[src/rtl/sram_fifo_ctrl.sv]
// sram_fifo_ctrl
//   Runs one dual-port 128x16 SRAM macro as a single-clock FIFO. Port 1 of
//   the macro only writes and port 2 only reads. A 2-entry output buffer
//   hides the macro's registered 1-cycle read latency, so the consumer side
//   can sustain one word per cycle.
//
// Ports
//   clk, rst_n            clock (also feeds macro CE1/CE2), async active-low reset
//   flush                 synchronous clear (only with SRAM_FIFO_FLUSH_EN)
//   enq_valid/ready/data  producer handshake and write word
//   deq_valid/ready/data  consumer handshake and head word
//   count                 words held: SRAM + in-flight read + output buffer
//   sram_a1/i1/csb1/web1/oeb1  macro port 1 (write only), controls active low
//   sram_a2/csb2/web2/oeb2     macro port 2 (read only), controls active low
//   sram_o2               macro port 2 read data, valid after the issuing edge
//
// Build option
//   SRAM_FIFO_FLUSH_EN    adds the flush input
module sram_fifo_ctrl #(
    parameter int WIDTH  = 16,
    parameter int DEPTH  = 128,
    parameter int ADDR_W = 7
) (
    input  logic              clk,
    input  logic              rst_n,
`ifdef SRAM_FIFO_FLUSH_EN
    input  logic              flush,
`endif
    input  logic              enq_valid,
    output logic              enq_ready,
    input  logic [WIDTH-1:0]  enq_data,
    output logic              deq_valid,
    input  logic              deq_ready,
    output logic [WIDTH-1:0]  deq_data,
    output logic [ADDR_W+1:0] count,
    output logic [ADDR_W-1:0] sram_a1,
    output logic [WIDTH-1:0]  sram_i1,
    output logic              sram_csb1,
    output logic              sram_web1,
    output logic              sram_oeb1,
    output logic [ADDR_W-1:0] sram_a2,
    output logic              sram_csb2,
    output logic              sram_web2,
    output logic              sram_oeb2,
    input  logic [WIDTH-1:0]  sram_o2
);

    localparam logic [ADDR_W:0] MEM_FULL = (ADDR_W+1)'(DEPTH);

    logic              flush_i;
    logic [ADDR_W-1:0] wr_ptr;
    logic [ADDR_W-1:0] rd_ptr;
    logic [ADDR_W:0]   mem_cnt;
    logic              inflight;
    logic [WIDTH-1:0]  ob0;
    logic [WIDTH-1:0]  ob1;
    logic [1:0]        ob_cnt;

    logic              enq_fire;
    logic              deq_fire;
    logic              rd_issue;
    logic [2:0]        occ_after_pop;

    logic [WIDTH-1:0]  ob0_n;
    logic [WIDTH-1:0]  ob1_n;
    logic [1:0]        ob_cnt_n;

`ifdef SRAM_FIFO_FLUSH_EN
    assign flush_i = flush;
`else
    assign flush_i = 1'b0;
`endif

    // Handshakes. mem_cnt is registered, so a word written this cycle is
    // never visible to the read side until the next cycle.
    assign enq_ready = (mem_cnt != MEM_FULL) && !flush_i;
    assign enq_fire  = enq_valid && enq_ready;
    assign deq_valid = (ob_cnt != 2'd0) && !flush_i;
    assign deq_fire  = deq_valid && deq_ready;
    assign deq_data  = ob0;

    // Issue a read only if the buffer still has room once the in-flight
    // word lands and this cycle's pop is taken into account.
    assign occ_after_pop = {1'b0, ob_cnt} + {2'b00, inflight} - {2'b00, deq_fire};
    assign rd_issue      = (mem_cnt != '0) && (occ_after_pop < 3'd2) && !flush_i;

    assign count = (ADDR_W+2)'(mem_cnt) + (ADDR_W+2)'(inflight) + (ADDR_W+2)'(ob_cnt);

    // SRAM port drive; controls are held inactive while in reset.
    assign sram_a1   = wr_ptr;
    assign sram_i1   = enq_data;
    assign sram_csb1 = !(enq_fire && rst_n);
    assign sram_web1 = !(enq_fire && rst_n);
    assign sram_oeb1 = 1'b1;
    assign sram_a2   = rd_ptr;
    assign sram_csb2 = !(rd_issue && rst_n);
    assign sram_oeb2 = !(rd_issue && rst_n);
    assign sram_web2 = 1'b1;

    // Output buffer: pop first, then append the landing read word at the
    // resulting tail, so pop+append with one entry refills ob0 directly.
    always_comb begin
        ob0_n    = ob0;
        ob1_n    = ob1;
        ob_cnt_n = ob_cnt;
        if (deq_fire) begin
            ob0_n    = ob1;
            ob_cnt_n = ob_cnt - 2'd1;
        end
        if (inflight) begin
            if (ob_cnt_n == 2'd0) begin
                ob0_n = sram_o2;
            end else begin
                ob1_n = sram_o2;
            end
            ob_cnt_n = ob_cnt_n + 2'd1;
        end
    end

    always_ff @(posedge clk or negedge rst_n) begin
        if (!rst_n) begin
            wr_ptr   <= '0;
            rd_ptr   <= '0;
            mem_cnt  <= '0;
            inflight <= 1'b0;
            ob0      <= '0;
            ob1      <= '0;
            ob_cnt   <= '0;
        end else if (flush_i) begin
            wr_ptr   <= '0;
            rd_ptr   <= '0;
            mem_cnt  <= '0;
            inflight <= 1'b0;
            ob_cnt   <= '0;
        end else begin
            if (enq_fire) begin
                wr_ptr <= wr_ptr + 1'b1;
            end
            if (rd_issue) begin
                rd_ptr <= rd_ptr + 1'b1;
            end
            case ({enq_fire, rd_issue})
                2'b10:   mem_cnt <= mem_cnt + 1'b1;
                2'b01:   mem_cnt <= mem_cnt - 1'b1;
                default: mem_cnt <= mem_cnt;
            endcase
            inflight <= rd_issue;
            ob0      <= ob0_n;
            ob1      <= ob1_n;
            ob_cnt   <= ob_cnt_n;
        end
    end

endmodule

[config.mk]
export PLATFORM = sky130hd
export DESIGN_NAME = sram_fifo_ctrl
export DESIGN_NICKNAME = d
export VERILOG_FILES = /design/src/rtl/sram_fifo_ctrl.sv
export SDC_FILE = /design/constraint.sdc
export NUM_CORES = 1
export LEC_CHECK = 0
export ABC_AREA = 0
export BUFFER_PORTS_ARGS = -buffer_cell sky130_fd_sc_hd__clkbuf_2
export CORE_MARGIN = 3
export CORE_UTILIZATION = 25
export DETAILED_ROUTE_END_ITERATION = 8
export REMOVE_ABC_BUFFERS = 1
export SKIP_CTS_REPAIR_TIMING = 1
export SLEW_MARGIN = 10
export SYNTH_ARGS = -nofsm -noshare
export SYNTH_HDL_FRONTEND = slang
export SYNTH_SLANG_ARGS = --single-unit
export TNS_END_PERCENT = 1
[constraint.sdc]
create_clock -name clk -period 5.7 [get_ports clk]
set_input_delay 0.57 -clock clk [delete_from_list [all_inputs] [get_ports clk]]
set_output_delay 0.57 -clock clk [all_outputs]
set_load 0.1 [all_outputs]
Word-level counts from Yosys, hierarchy flattened. Index checks and enable logic that the tools add are counted.

Add/sub/neg operators: 10. $lt $le $gt $ge: 1. Eq/ne operators: 3. Multiplexer cells: 6. Bitwise operators: 1. Reduce and logical (&&, ||, !) cells: 12.

Operator list (count): 16-bit two-way mux (3); 8-bit case mux with 2 select lines (1); 7-bit by 1-bit adder with 7-bit output (second input constant) (2); 8-bit by 1-bit adder with 9-bit output (1); 9-bit by 2-bit adder with 9-bit output (1); 8-bit by 1-bit adder with 8-bit output (second input constant) (1); 8-bit != test (second input constant) (1); 8-bit nonzero test (1); 8-bit by 1-bit subtractor with 8-bit output (second input constant) (1); 1-bit logical AND (5); 2-bit two-way mux (2); 2-bit nonzero test (2); 2-bit by 1-bit adder with 3-bit output (1); 3-bit by 2-bit less-than comparator with 1-bit output (second input constant) (1); 3-bit by 1-bit subtractor with 3-bit output (1); 2-bit by 1-bit adder with 2-bit output (second input constant) (1); 2-bit by 1-bit equality test with 1-bit output (second input constant) (1); 2-bit equality test (second input constant) (1); 1-bit logical NOT (2); 2-bit logical NOT (1); 2-bit AND reduction (1); 2-bit by 1-bit subtractor with 2-bit output (second input constant) (1); 1-bit inverter (1).

Bits in registers: 57. Bits of input ports: 36. Output and inout bits: 63. Logic and storage cells: 40.

Depth between registers and ports, before layout. Gate-level depths: netlist of run 1.

Depth in word-level cells: 7. Depth in mapped cells: 22. Gate-level depth less buffers: 20.

Worst setup path after synthesis of run 1. No wires, ideal clock.

Path type: flip-flop to flip-flop. From: register ob_cnt[1]. To: register mem_cnt[6]. Data arrival time: 4907 ps. Data required time: 5605 ps. Setup slack: 698 ps. Cell stages (with the launch flop): 22. Clock period less this slack: 5002 ps. Cells stage by stage: dfrtp_1 inv_1 ha_1 inv_1 nand2_1 buf_4 inv_1 ha_1 inv_1 ha_1 inv_1 fa_1 xnor2_1 o211a_1 buf_6 ha_1 ha_1 nor2b_1 o31a_1 o21a_1 o21a_1 o31ai_1.

Word-level cells in the longest chain between the ends: 7. Elaborated cells between the ends (all ways): 10. Those cells by class: add/sub: 2; order compare: 1; eq/ne: 2; mux: 1; reduce/logical: 4.

RTL lines: from (decl) (RTL line 57) `logic [1:0] ob_cnt;`; from (signal assigned) (RTL line 150) `ob_cnt <= ob_cnt_n;`; 2-bit nonzero test (*) (RTL line 78) `assign deq_valid = (ob_cnt != 2'd0) && !flush_i;`; net deq_valid (RTL line 32) `output logic deq_valid,`; 1-bit logical AND (*) (RTL line 79) `assign deq_fire = deq_valid && deq_ready;`; 3-bit by 1-bit subtractor with 3-bit output (*) (RTL line 84) `assign occ_after_pop = {1'b0, ob_cnt} + {2'b00, inflight} - {2'b00, deq_fire};`; 3-bit by 2-bit less-than comparator with 1-bit output (*) (RTL line 85) `assign rd_issue = (mem_cnt != '0) && (occ_after_pop < 3'd2) && !flush_i;`; 1-bit logical AND (*) (RTL line 85); net rd_issue (RTL line 61) `logic rd_issue;`; 2-bit by 1-bit equality test with 1-bit output or 2-bit equality test (tied branches) (RTL line 142) `case ({enq_fire, rd_issue})`; 8-bit case mux with 2 select lines or 2-bit nonzero test (tied branches); to (signal assigned) (RTL line 143) `2'b10: mem_cnt <= mem_cnt + 1'b1;`; to (signal assigned) (RTL line 144) `2'b01: mem_cnt <= mem_cnt - 1'b1;`; to (signal assigned) (RTL line 145) `default: mem_cnt <= mem_cnt;`; to (decl) (RTL line 53) `logic [ADDR_W:0] mem_cnt;`.

Mark *: on every way through the listed nets, which the timed path passes. The rest lies on a longest branch. A chain may end at the register's enable or synchronous reset.

Final worst setup path of run 1.
From: register ob_cnt[1]. To: register mem_cnt[6].

Word-level cells in the longest chain between the ends: 7. Elaborated cells between the ends (all ways): 10. Those cells by class: add/sub: 2; order compare: 1; eq/ne: 2; mux: 1; reduce/logical: 4.

RTL lines (RTL line): parallel branches: the longest is 2 deep, another holds 2-bit by 1-bit adder with 3-bit output; 3-bit by 1-bit subtractor with 3-bit output (*) (84); 3-bit by 2-bit less-than comparator with 1-bit output (*) (85); 1-bit logical AND (*) (85); 2-bit by 1-bit equality test with 1-bit output or 2-bit equality test (tied branches) (142); 8-bit case mux with 2 select lines or 2-bit nonzero test (tied branches).

Every way passes the cells marked *.

==> metrics.md, run 1 <==
| Metric | Value |
|---|---|
| Outcome | complete, no violations |
| Largest net degree at the start of global routing | 38 |
| Die Ht | 118 µm |
| CP endpoint kind | flip-flop |
| Synth cell types | 41 |
| Htree depth | 3 |
| Final setup fails | 0 |
| Unrepaired setup endpoints after global routing | no |
| First-pass GRT wire length | about 12 mm |
| Antenna violations before repair | 0 |
| Crit path from | ob_cnt[1]$_DFF_PN0_ |
| Final Hold Viols | 0 |
| Initial DRT Pass Iterations | 4 |
| Post-synth ARST share | 100% |
| Core area | approximately 0.012 mm² |
| Max Cap Viol | 0 |
| Grt total ovfl | 0 |
| Yosys warns | 0 |
| Worst Path Required | around 6 ns |
| Worst reg2reg setup slack | about 1.5 ns |
| Port buffer count | 64 |
| Initial Util | between 20% and 30% |
| Fmax | 240 MHz |
| # fillers | about 1,300 |
| Slew headroom | between 30 and 40% |
| Crit Reg-Reg Endpoint | mem_cnt[6]$_DFFE_PN0P_ |
| R2R depth | 19 |
| Commonest non-fill, non-tap cell in the layout | clkbuf_2 |
| Synth Flop Type | dfrtp_1 |
| Area Overhead vs Synth | 20.1% |
| TritonCTS clock tree | yes |
| Post-Route WL | around 6.8 mm |
| Worst R2R Start | ob_cnt[1]$_DFF_PN0_ |
| Layout cell share with drive strength beyond 1 | 30.2% |
| Detailed placer's ending HPWL | a little over 5 mm |
| Post-route ant nets | 0 |
| Average wire per standard cell | between 10 and 15 µm |
| Crit path kind | flip-flop to flip-flop |
| Vias/cell | ~4.3 |
| Yosys reg bits | 57 |
| Register area share after synthesis | a little under half |
| Pins Over Slew Limit | 0 |
| CTS root buf | clkbuf_16 |
| 1st-iter DRT viols | 148 |
| Hold WC Path Type | input pin to async pin |
| Clk_skew | around 0.0031 ns |
| Die area | between 0.01 and 0.015 mm² |
| Crit path arrival time | between 4 and 5 ns |
| Post-synth EDFFs | 0 |
| CTS buffer count | 9 |
| I/O pin cnt | between 90 and 100 |
| Avg Cell Area, Syn | roughly 11 µm² |
| Area of the mapped netlist | 0.00313 mm² |
| Setup TNS | 0 ns |
| Clock-pin slew on the worst setup and hold paths | about 0.05 ns |
| Syn Inst Count | 290 |
| Min Tclk post-route | between 4 and 5 ns |
| Residual DRC count | 0 |
| Number of global-route vias before repair | about 2,300 |
| Routability cong. | ~0.76 |
| Final worst-path cycle share | between 70 and 80% |
| CTS Sinks | between 50 and 60 |
| CTS max path bufs | 2 |
| Slew @ Worst Pin | a little under 1 ns |
| Startpoint types | flip-flop |
| Crit path max fanout | 10 |
| Std-Cell Rows | 40 |
| Most frequent cells in the layout | clkbuf_2 (64), dfrtp_1 (57), nand2_1 (38), o21ai_0 (22), mux2i_1 (17) |
| Post-layout net count | around 390 |
| Ant. Diodes | 0 |
| Via count | roughly 2,200 |
| DIE WIDTH | ~120 µm |
| Total GRT Usage | between 10% and 20% |
| Clock insertion delay at the later pin of the skew report | around 0.32 ns |
## cell families (layout without fill, tap and decap cells)
family	count (synthesis)	count (layout)	share of synthesized area, %
DFF	57	57	45.6
buffers and inverters	44	97	8.11
xor gates and xnor gates	23	23	6.43
and+or+nand+nor	68	68	10.5
muxes	34	34	11.7
adders and majority gates	18	18	8.15
other	1	2	0.120
AOI/OAI and AO/OA	45	45	9.43
## layout make-up
type / instances / area [µm²] / area share [%]
Multi-Input combinational cell: 190 / 1450 / 38.7
Clock inverter: 3 / 15.0 / 0.399
Clock buffer: 13 / 260 / 6.92
Timing Repair Buffer: 67 / 343 / 9.12
Sequential cell: 57 / 1430 / 37.9
Tap cell: 168 / 210 / 5.59
Inverter: 14 / 52.6 / 1.40
## cells in the mapped netlist, drive strengths merged (4+ instances only)
library cell	instances	area [µm²]
dfrtp	57	1430
nand2	38	143
buf	24	179
o21ai	22	110
mux2	17	195
mux2i	17	170
xnor2	16	140
ha	14	175
inv	14	52.6
nor2	8	30.0
xor2	7	61.3
clkbuf	6	22.5
nand4	6	37.5
a21oi	4	20.0
fa	4	80.1
## critical path: stages, from the launching register on
cell     delay [ns]
dfrtp_1        0.49
inv_1          0.07
ha_1           0.18
inv_1          0.06
nand2_1        0.06
inv_1          0.06
ha_1           0.24
inv_1          0.07
ha_1           0.14
inv_1          0.05
fa_1           0.37
xnor2_1        0.16
o211a_1        0.37
ha_1           0.45
ha_1           0.35
nor2b_1        0.16
o31a_1         0.25
o21a_1         0.19
o21a_1         0.17
o31ai_1        0.22
## layer usage
metal / GRT usage [%] / vias up / part of all wire [%]
met5: 0 / - / 0
met4: 4.62 / 0 / 1.7
met3: 5.29 / 9 / 7.0
met2: 17.2 / 64 / 49
met1: 11.6 / 1080 / 42
li1: - / 1072 / -
## state kept, by name, indices dropped and copies added (netlist names)
| name | count |
|---|---|
| inflight | 1 |
| ob_cnt | 2 |
| mem_cnt | 8 |
| ob1 | 16 |
| sram_a2 | 7 |
| deq_data | 16 |
| sram_a1 | 7 |
## how the worst max path moves through the flow
stage / endpoint / slack [ns] / depth (start not counted)
finish: mem_cnt[6]$_DFFE_PN0P_ / 1.53 / 19
global route: mem_cnt[7]$_DFFE_PN0P_ / 1.10 / 19
CTS: mem_cnt[6]$_DFFE_PN0P_ / 1.48 / 19
detailed placement: mem_cnt[6]$_DFFE_PN0P_ / 1.49 / 19
global placement: mem_cnt[6]$_DFFE_PN0P_ / 1.68 / 19
floorplan: sram_csb2 / 0.48 / 13
## per-stage QoR
stage | hold slack [ns] | std cells | utilization, % | instance area [µm²] | setup slack (ns)
after detailed placement | 0.472 | 496 | 28.8 | 3490 | 1.49
after floorplan | 0.274 | 261 | - | 2930 | 0.482
after CTS | 0.256 | 512 | 31.1 | 3760 | 1.48
after global placement | 0.467 | 496 | 28.8 | 3490 | 1.68
after global routing | 0.284 | 512 | 31.1 | 3760 | 1.10
final | 0.249 | 512 | 31.1 | 3760 | 1.53
Power of run 1 is not shown: default switching activity piles up to over one toggle a cycle in this logic, so the estimate is an artifact.
==> run 2, diff against run 1 <==
==> constraint.sdc (replaced) <==
create_clock -name clk -period 4.1 [get_ports clk]
set_input_delay 0.41 -clock clk [delete_from_list [all_inputs] [get_ports clk]]
set_output_delay 0.41 -clock clk [all_outputs]
set_load 0.1 [all_outputs]
==> run 2 against run 1 <==
  * Register-to-register slack got worse by 1.2 ns
  * Critical path depth stayed put
  * First-iteration DRC count decreased by 12%
  * Critical endpoint is now mem_cnt[7]$_DFFE_PN0P_
  * Clock skew is 0.00052 ns lower
  * Setup slack worse by 1.2 ns
==> metrics.md, run 2 (synthesis gave the netlist of run 1 again) <==
| Metric | Value |
|---|---|
| Outcome | complete, no violations (unchanged) |
| Routability cong. | 0.719 (was 0.762) |
| Worst Path Required | 4.31 ns (was 5.92 ns) |
| Ant. Diodes | 0 (unchanged) |
| Post-route ant nets | 0 (unchanged) |
| Unrepaired setup endpoints after global routing | no (unchanged) |
| Port buffer count | 64 (unchanged) |
| CTS buffer count | 9 (unchanged) |
| Crit path max fanout | 9 (was 10) |
| CP endpoint kind | flip-flop (unchanged) |
| Max Cap Viol | 0 (unchanged) |
| Die Ht | 118 µm (unchanged) |
| Met1 usage | 11.8% (was 11.6%) |
| Min Tclk post-route | 3.79 ns (was 4.17 ns) |
| CP peak stage delay | 0.46 ns (was 0.49 ns) |
| Detailed placer's ending HPWL | 5.00 mm (was 5.09 mm) |
| CTS max path bufs | 2 (unchanged) |
| Via count | 2,218 (was 2,225) |
| CTS root buf | clkbuf_16 (unchanged) |
| Crit path from | ob_cnt[1]$_DFF_PN0_ (unchanged) |
| Finished layout cell area | 0.00385 mm² (was 0.00376 mm²) |
| 1st-iter DRT viols | 130 (was 148) |
| I/O pin cnt | 99 (unchanged) |
| Post-layout net count | 394 (was 393) |
| Hold WC Path Type | input pin to async pin (unchanged) |
| Largest net degree at the start of global routing | 38 (unchanged) |
| Std-Cell Rows | 40 (unchanged) |
| Clock-pin slew on the worst setup and hold paths | 0.05 ns (about the same) |
| Core area | 0.0121 mm² (unchanged) |
| Post-Route WL | 6.70 mm (was 6.84 mm) |
| Crit Reg-Reg Endpoint | mem_cnt[7]$_DFFE_PN0P_ (was mem_cnt[6]$_DFFE_PN0P_) |
| Average wire per standard cell | 13.1 µm (was 13.3 µm) |
| TritonCTS clock tree | yes (unchanged) |
| Clock insertion delay at the later pin of the skew report | 0.32 ns (about the same) |
| Clk_skew | 0.00262 ns (was 0.00314 ns) |
| Htree depth | 3 (unchanged) |
| Pins Over Slew Limit | 0 (unchanged) |
| Startpoint types | flip-flop (unchanged) |
| Layout cell share with drive strength beyond 1 | 31.6% (was 30.2%) |
| Number of global-route vias before repair | 2,330 (was 2,342) |
| Residual DRC count | 0 (unchanged) |
| CP max-delay cell | dfrtp_2 (was dfrtp_1) |
| Total GRT Usage | 10.4% (was 10.6%) |
| Crit path arrival time | 4.00 ns (was 4.40 ns) |
| Crit path kind | flip-flop to flip-flop (unchanged) |
| Final worst-path cycle share | 92.4% (was 73.2%) |
| Slew headroom | 34.3% (was 34.1%) |
| Area Overhead vs Synth | 22.9% (was 20.1%) |
| Hold Slack | 0.0850 ns (was 0.249 ns) |
| Slew @ Worst Pin | 0.986 ns (was 0.989 ns) |
| Grt total ovfl | 0 (unchanged) |
| Die area | 0.0139 mm² (unchanged) |
| Initial DRT Pass Iterations | 4 (unchanged) |
| Antenna violations before repair | 0 (unchanged) |
| Met2 Track Usage GR | 17.3% (was 17.2%) |
| Sequential cell area | 0.00143 mm² (about the same) |
| Vias/cell | 4.32 (was 4.35) |
| First-pass GRT wire length | 11.5 mm (was 11.7 mm) |
| Met3 GRT Util | 4.66% (was 5.29%) |
| Fmax | 264 MHz (was 240 MHz) |
| DP Area | 0.00352 mm² (was 0.00349 mm²) |
| CP Buf/Inv Count | 5 (unchanged) |
| Final setup fails | 0 (unchanged) |
| DIE WIDTH | 118 µm (unchanged) |
| Gr busiest metal | met2 (unchanged) |
| R2R depth | 19 (unchanged) |
| Worst reg2reg setup slack | 0.31 ns (was 1.53 ns) |
| Cell family with most CP delay | adder cells (unchanged) |
| CTS Sinks | 57 (unchanged) |
| Most frequent cells in the layout | clkbuf_2 (62), dfrtp_1 (56), nand2_1 (38), o21ai_0 (21), mux2i_1 (17) (was clkbuf_2 (64), dfrtp_1 (57), nand2_1 (38), o21ai_0 (22), mux2i_1 (17)) |
| Commonest non-fill, non-tap cell in the layout | clkbuf_2 (unchanged) |
| Worst R2R Start | ob_cnt[1]$_DFF_PN0_ (unchanged) |
| # fillers | 1,279 (was 1,268) |
| Worst-path cell chain | inv_1 > ha_1 > inv_1 > nand2_1 > inv_1 > ha_1 > inv_1 > ha_1 > inv_1 > fa_1 > xnor2_1 > o211a_1 > ha_2 > ha_1 > a211oi_2 > nor2_1 > a31oi_1 > mux2i_1 > a32o_1 (was inv_1 > ha_1 > inv_1 > nand2_1 > inv_1 > ha_1 > inv_1 > ha_1 > inv_1 > fa_1 > xnor2_1 > o211a_1 > ha_1 > ha_1 > nor2b_1 > o31a_1 > o21a_1 > o21a_1 > o31ai_1) |
| Footprint of the multi-input gates | 0.00146 mm² (was 0.00145 mm²) |
| Most used cell, CP | inv_1 |
| Initial Util | 25.8% (unchanged) |
| Final Hold Viols | 0 (unchanged) |
## run 2: changes by cell type in the layout (fill, tap and decap cells not counted), moves of 2 or more
cell / delta
clkbuf_8: -2
buf_12: +2
clkbuf_1: -2
clkbuf_2: -2
bufinv_16: +2
clkinv_4: +2
## run 2: per-layer routing
layer	up-vias	share of wire [%]	wire (µm)
met5	-	0	0
met4	0	1.6	105
met3	8	6.0	404
met2	65	49	3270
met1	1067	44	2920
li1	1078	-	-
## run 2: stage by stage
stage               setup TNS [ns]  cells  setup slack, ns  util (%)
finish                           0    513            0.312      31.8
detailed placement               0    497            0.126      29.1
global placement                 0    497            0.327      29.1
floorplan                    -7.38    261            -1.04         -
global route                     0    513           0.0226      31.8
CTS                              0    513           0.0870      31.7
## run 2: worst register-to-register path: cells and delay by family, from the launching register on
kind | cells | cell delay [ns]
buffers and inverters | 5 | 0.30
AOI/OAI and AO/OA | 4 | 0.92
adders and majority gates | 6 | 1.51
DFF | 1 | 0.46
xor gates and xnor gates | 1 | 0.18
muxes | 1 | 0.11
and+or+nand+nor | 2 | 0.21
## run 2: cell type report
cell class                      count  share of cell area [%]
Timing Repair Buffer               68                    9.89
Multi-Input combinational cell    190                    37.9
Clock inverter                      7                    2.47
Sequential cell                    57                    37.1
Tap cell                          168                    5.46
Clock buffer                        9                    5.85
Inverter                           14                    1.37
## run 2: worst max-delay path by stage
| stage | end | depth (start not counted) |
|---|---|---|
| final | mem_cnt[7]$_DFFE_PN0P_ | 19 |
| after global routing | mem_cnt[6]$_DFFE_PN0P_ | 19 |
| after CTS | mem_cnt[7]$_DFFE_PN0P_ | 19 |
| after detailed placement | mem_cnt[7]$_DFFE_PN0P_ | 19 |
| after global placement | mem_cnt[6]$_DFFE_PN0P_ | 19 |
| after floorplan | mem_cnt[6]$_DFFE_PN0P_ | 19 |
Power of run 2 is left out for the same reason.
==> run 3, diff against run 2 <==
--- a/config.mk
+++ b/config.mk
@@ -6,7 +6,7 @@
 export NUM_CORES = 1
 export LEC_CHECK = 0
 export ABC_AREA = 0
-export BUFFER_PORTS_ARGS = -buffer_cell sky130_fd_sc_hd__clkbuf_2
+export BUFFER_PORTS_ARGS = -buffer_cell sky130_fd_sc_hd__buf_2
 export CORE_MARGIN = 3
 export CORE_UTILIZATION = 25
 export DETAILED_ROUTE_END_ITERATION = 8
==> run 3 against run 2 <==
  * Clock skew grew 0.0033 ns
  * Register-to-register slack gained 0.04 ns
  * Routed wire length grew 0.34%
  * Sequential cell count is the same
  * Cell count is the same
  * Critical path type unchanged
  * Core utilization shrank 0.43 points
  * Global-route usage shrank 0.078 points
  * Maximum frequency grew 1.1%
  * First-iteration DRC count grew 3.8%
==> metrics.md, run 3 (synthesis gave the netlist of run 1 again) <==
| Metric | Value |
|---|---|
| Commonest non-fill, non-tap cell in the layout | buf_2 (was clkbuf_2) |
| DP Worst Slack | 0.144 ns (was 0.126 ns) |
| Final setup fails | 0 (unchanged) |
| Clk_skew | 0.00595 ns (was 0.00262 ns) |
| Most used cell, CP | inv_1 (unchanged) |
| Initial DRT Pass Iterations | 4 (unchanged) |
| Die area | 0.0139 mm² (unchanged) |
| I/O pin cnt | 99 (unchanged) |
| DIE WIDTH | 118 µm (unchanged) |
| CP max-delay cell | dfrtp_2 (unchanged) |
| Crit path max fanout | 9 (unchanged) |
| Outcome | complete, no violations (unchanged) |
| Number of global-route vias before repair | 2,277 (was 2,330) |
| Post-Place Cells | 497 (unchanged) |
| Layout cell share with drive strength beyond 1 | 31.3% (was 31.6%) |
| Hold Slack | 0.0613 ns (was 0.0850 ns) |
| Largest net degree at the start of global routing | 39 (was 38) |
| Post-Route WL | 6.73 mm (was 6.70 mm) |
| Initial Util | 25.8% (unchanged) |
| Worst Slack Setup Final | 0.354 ns (was 0.312 ns) |
| Max Cap Viol | 0 (unchanged) |
| Post-route ant nets | 0 (unchanged) |
| Crit path kind | flip-flop to flip-flop (unchanged) |
| Via count | 2,224 (was 2,218) |
| Footprint of the multi-input gates | 0.00146 mm² (unchanged) |
| Clock insertion delay at the later pin of the skew report | 0.32 ns (about the same) |
| Vias/cell | 4.34 (was 4.32) |
| Antenna violations before repair | 0 (unchanged) |
| Clock-pin slew on the worst setup and hold paths | 0.05 ns (about the same) |
| Core area | 0.0121 mm² (unchanged) |
| Worst Path Required | 4.33 ns (was 4.31 ns) |
| Ant. Diodes | 0 (unchanged) |
| CTS max path bufs | 2 (unchanged) |
| CTS root buf | clkbuf_16 (unchanged) |
| Slew headroom | 32.5% (was 34.3%) |
| Final Hold Viols | 0 (unchanged) |
| Die Ht | 118 µm (unchanged) |
| CP endpoint kind | flip-flop (unchanged) |
| Grt total ovfl | 0 (unchanged) |
| Area Overhead vs Synth | 21.2% (was 22.9%) |
| Port buffer count | 64 (unchanged) |
| Crit path arrival time | 3.98 ns (was 4.00 ns) |
| Worst-path cell chain | inv_1 > ha_1 > inv_1 > nand2_1 > inv_1 > ha_1 > inv_1 > ha_1 > inv_1 > fa_1 > xnor2_1 > o211a_1 > ha_2 > ha_1 > nor2b_1 > o31a_1 > o21a_1 > o21a_1 > o31ai_1 (was inv_1 > ha_1 > inv_1 > nand2_1 > inv_1 > ha_1 > inv_1 > ha_1 > inv_1 > fa_1 > xnor2_1 > o211a_1 > ha_2 > ha_1 > a211oi_2 > nor2_1 > a31oi_1 > mux2i_1 > a32o_1) |
| # fillers | 1,281 (was 1,279) |
| Fmax | 267 MHz (was 264 MHz) |
| CTS Sinks | 57 (unchanged) |
| Std-Cell Rows | 40 (unchanged) |
| TritonCTS clock tree | yes (unchanged) |
| Residual DRC count | 0 (unchanged) |
| DP Area | 0.00349 mm² (was 0.00352 mm²) |
| Detailed placer's ending HPWL | 4.98 mm (was 5.00 mm) |
| Fin cells | 513 (unchanged) |
| CTS buffer count | 9 (unchanged) |
| 1st-iter DRT viols | 135 (was 130) |
| Slew @ Worst Pin | 1.01 ns (was 0.986 ns) |
| Min Tclk post-route | 3.75 ns (was 3.79 ns) |
| Finished layout cell area | 0.00379 mm² (was 0.00385 mm²) |
| Final worst-path cycle share | 91.4% (was 92.4%) |
| Average wire per standard cell | 13.1 µm (about the same) |
| Routability cong. | 0.735 (was 0.719) |
| Htree depth | 3 (unchanged) |
| Sequential cell area | 0.00143 mm² (unchanged) |
| Unrepaired setup endpoints after global routing | no (unchanged) |
| Hold WC Path Type | input pin to async pin (unchanged) |
| Total GRT Usage | 10.3% (was 10.4%) |
| Most frequent cells in the layout | buf_2 (64), dfrtp_1 (56), nand2_1 (38), o21ai_0 (21), mux2i_1 (17) (was clkbuf_2 (62), dfrtp_1 (56), nand2_1 (38), o21ai_0 (21), mux2i_1 (17)) |
| First-pass GRT wire length | 11.5 mm (about the same) |
| Post-layout net count | 394 (unchanged) |
| Pins Over Slew Limit | 0 (unchanged) |
| Startpoint types | flip-flop (unchanged) |
| CP peak stage delay | 0.46 ns (about the same) |
## run 3: cell count changes in the layout (fill, tap and decap cells not counted)
cell	change
clkinvlp_4	+1
buf_2	+64
clkbuf_8	+1
buf_12	-2
clkbuf_2	-62
clkbuf_1	+1
bufinv_16	-1
clkinv_4	-2
## run 3: critical path: cells and delay by family (launching register included)
kind | cells | cell delay (ns)
simple gates | 2 | 0.23
fa+ha+maj | 6 | 1.53
flops | 1 | 0.46
buf+inv | 5 | 0.26
xor+xnor | 1 | 0.17
compound gates | 5 | 1.02
## run 3: final timing paths
path                                        start  depth (start not counted)  slack, ns                endpoint
min in group clk                       sram_o2[2]                          3       0.30   deq_data[2]$_DFF_PN0_
max in group asynchronous                   rst_n                          2       3.16      ob1[5]$_DFFE_PN0P_
setup reg to reg              ob_cnt[1]$_DFF_PN0_                         19       0.35  mem_cnt[6]$_DFFE_PN0P_
setup / recovery              ob_cnt[1]$_DFF_PN0_                         19       0.35  mem_cnt[6]$_DFFE_PN0P_
hold reg to reg            sram_a2[6]$_DFFE_PN0P_                          1       0.47  sram_a2[6]$_DFFE_PN0P_
hold / removal                              rst_n                          1       0.06  sram_a1[0]$_DFFE_PN0P_
## run 3: per-layer routing
metal  vias up  GRT usage [%]  part of all wire [%]
li1       1074              -                     -
met5         -              0                     0
met2        64           16.0                    47
met3        11           3.99                   6.0
met1      1075           12.6                    45
met4         0           4.84                   2.1
## run 3: final cells by class
type                    count  share of cell area [%]
multi-input cells         190                    38.4
flip-flops and latches     57                    37.6
repair buffers             68                    9.23
clock buffers              11                    6.40
well taps                 168                    5.54
clock inverters             5                    1.45
inverters                  14                    1.38
## run 3: metrics by stage
step,util [%],setup TNS (ns)
after detailed placement,28.8,0
after CTS,31.3,0
after floorplan,-,-7.38
final,31.3,0
after global placement,28.8,0
after global routing,31.3,0
Power of run 3 is left out for the same reason.
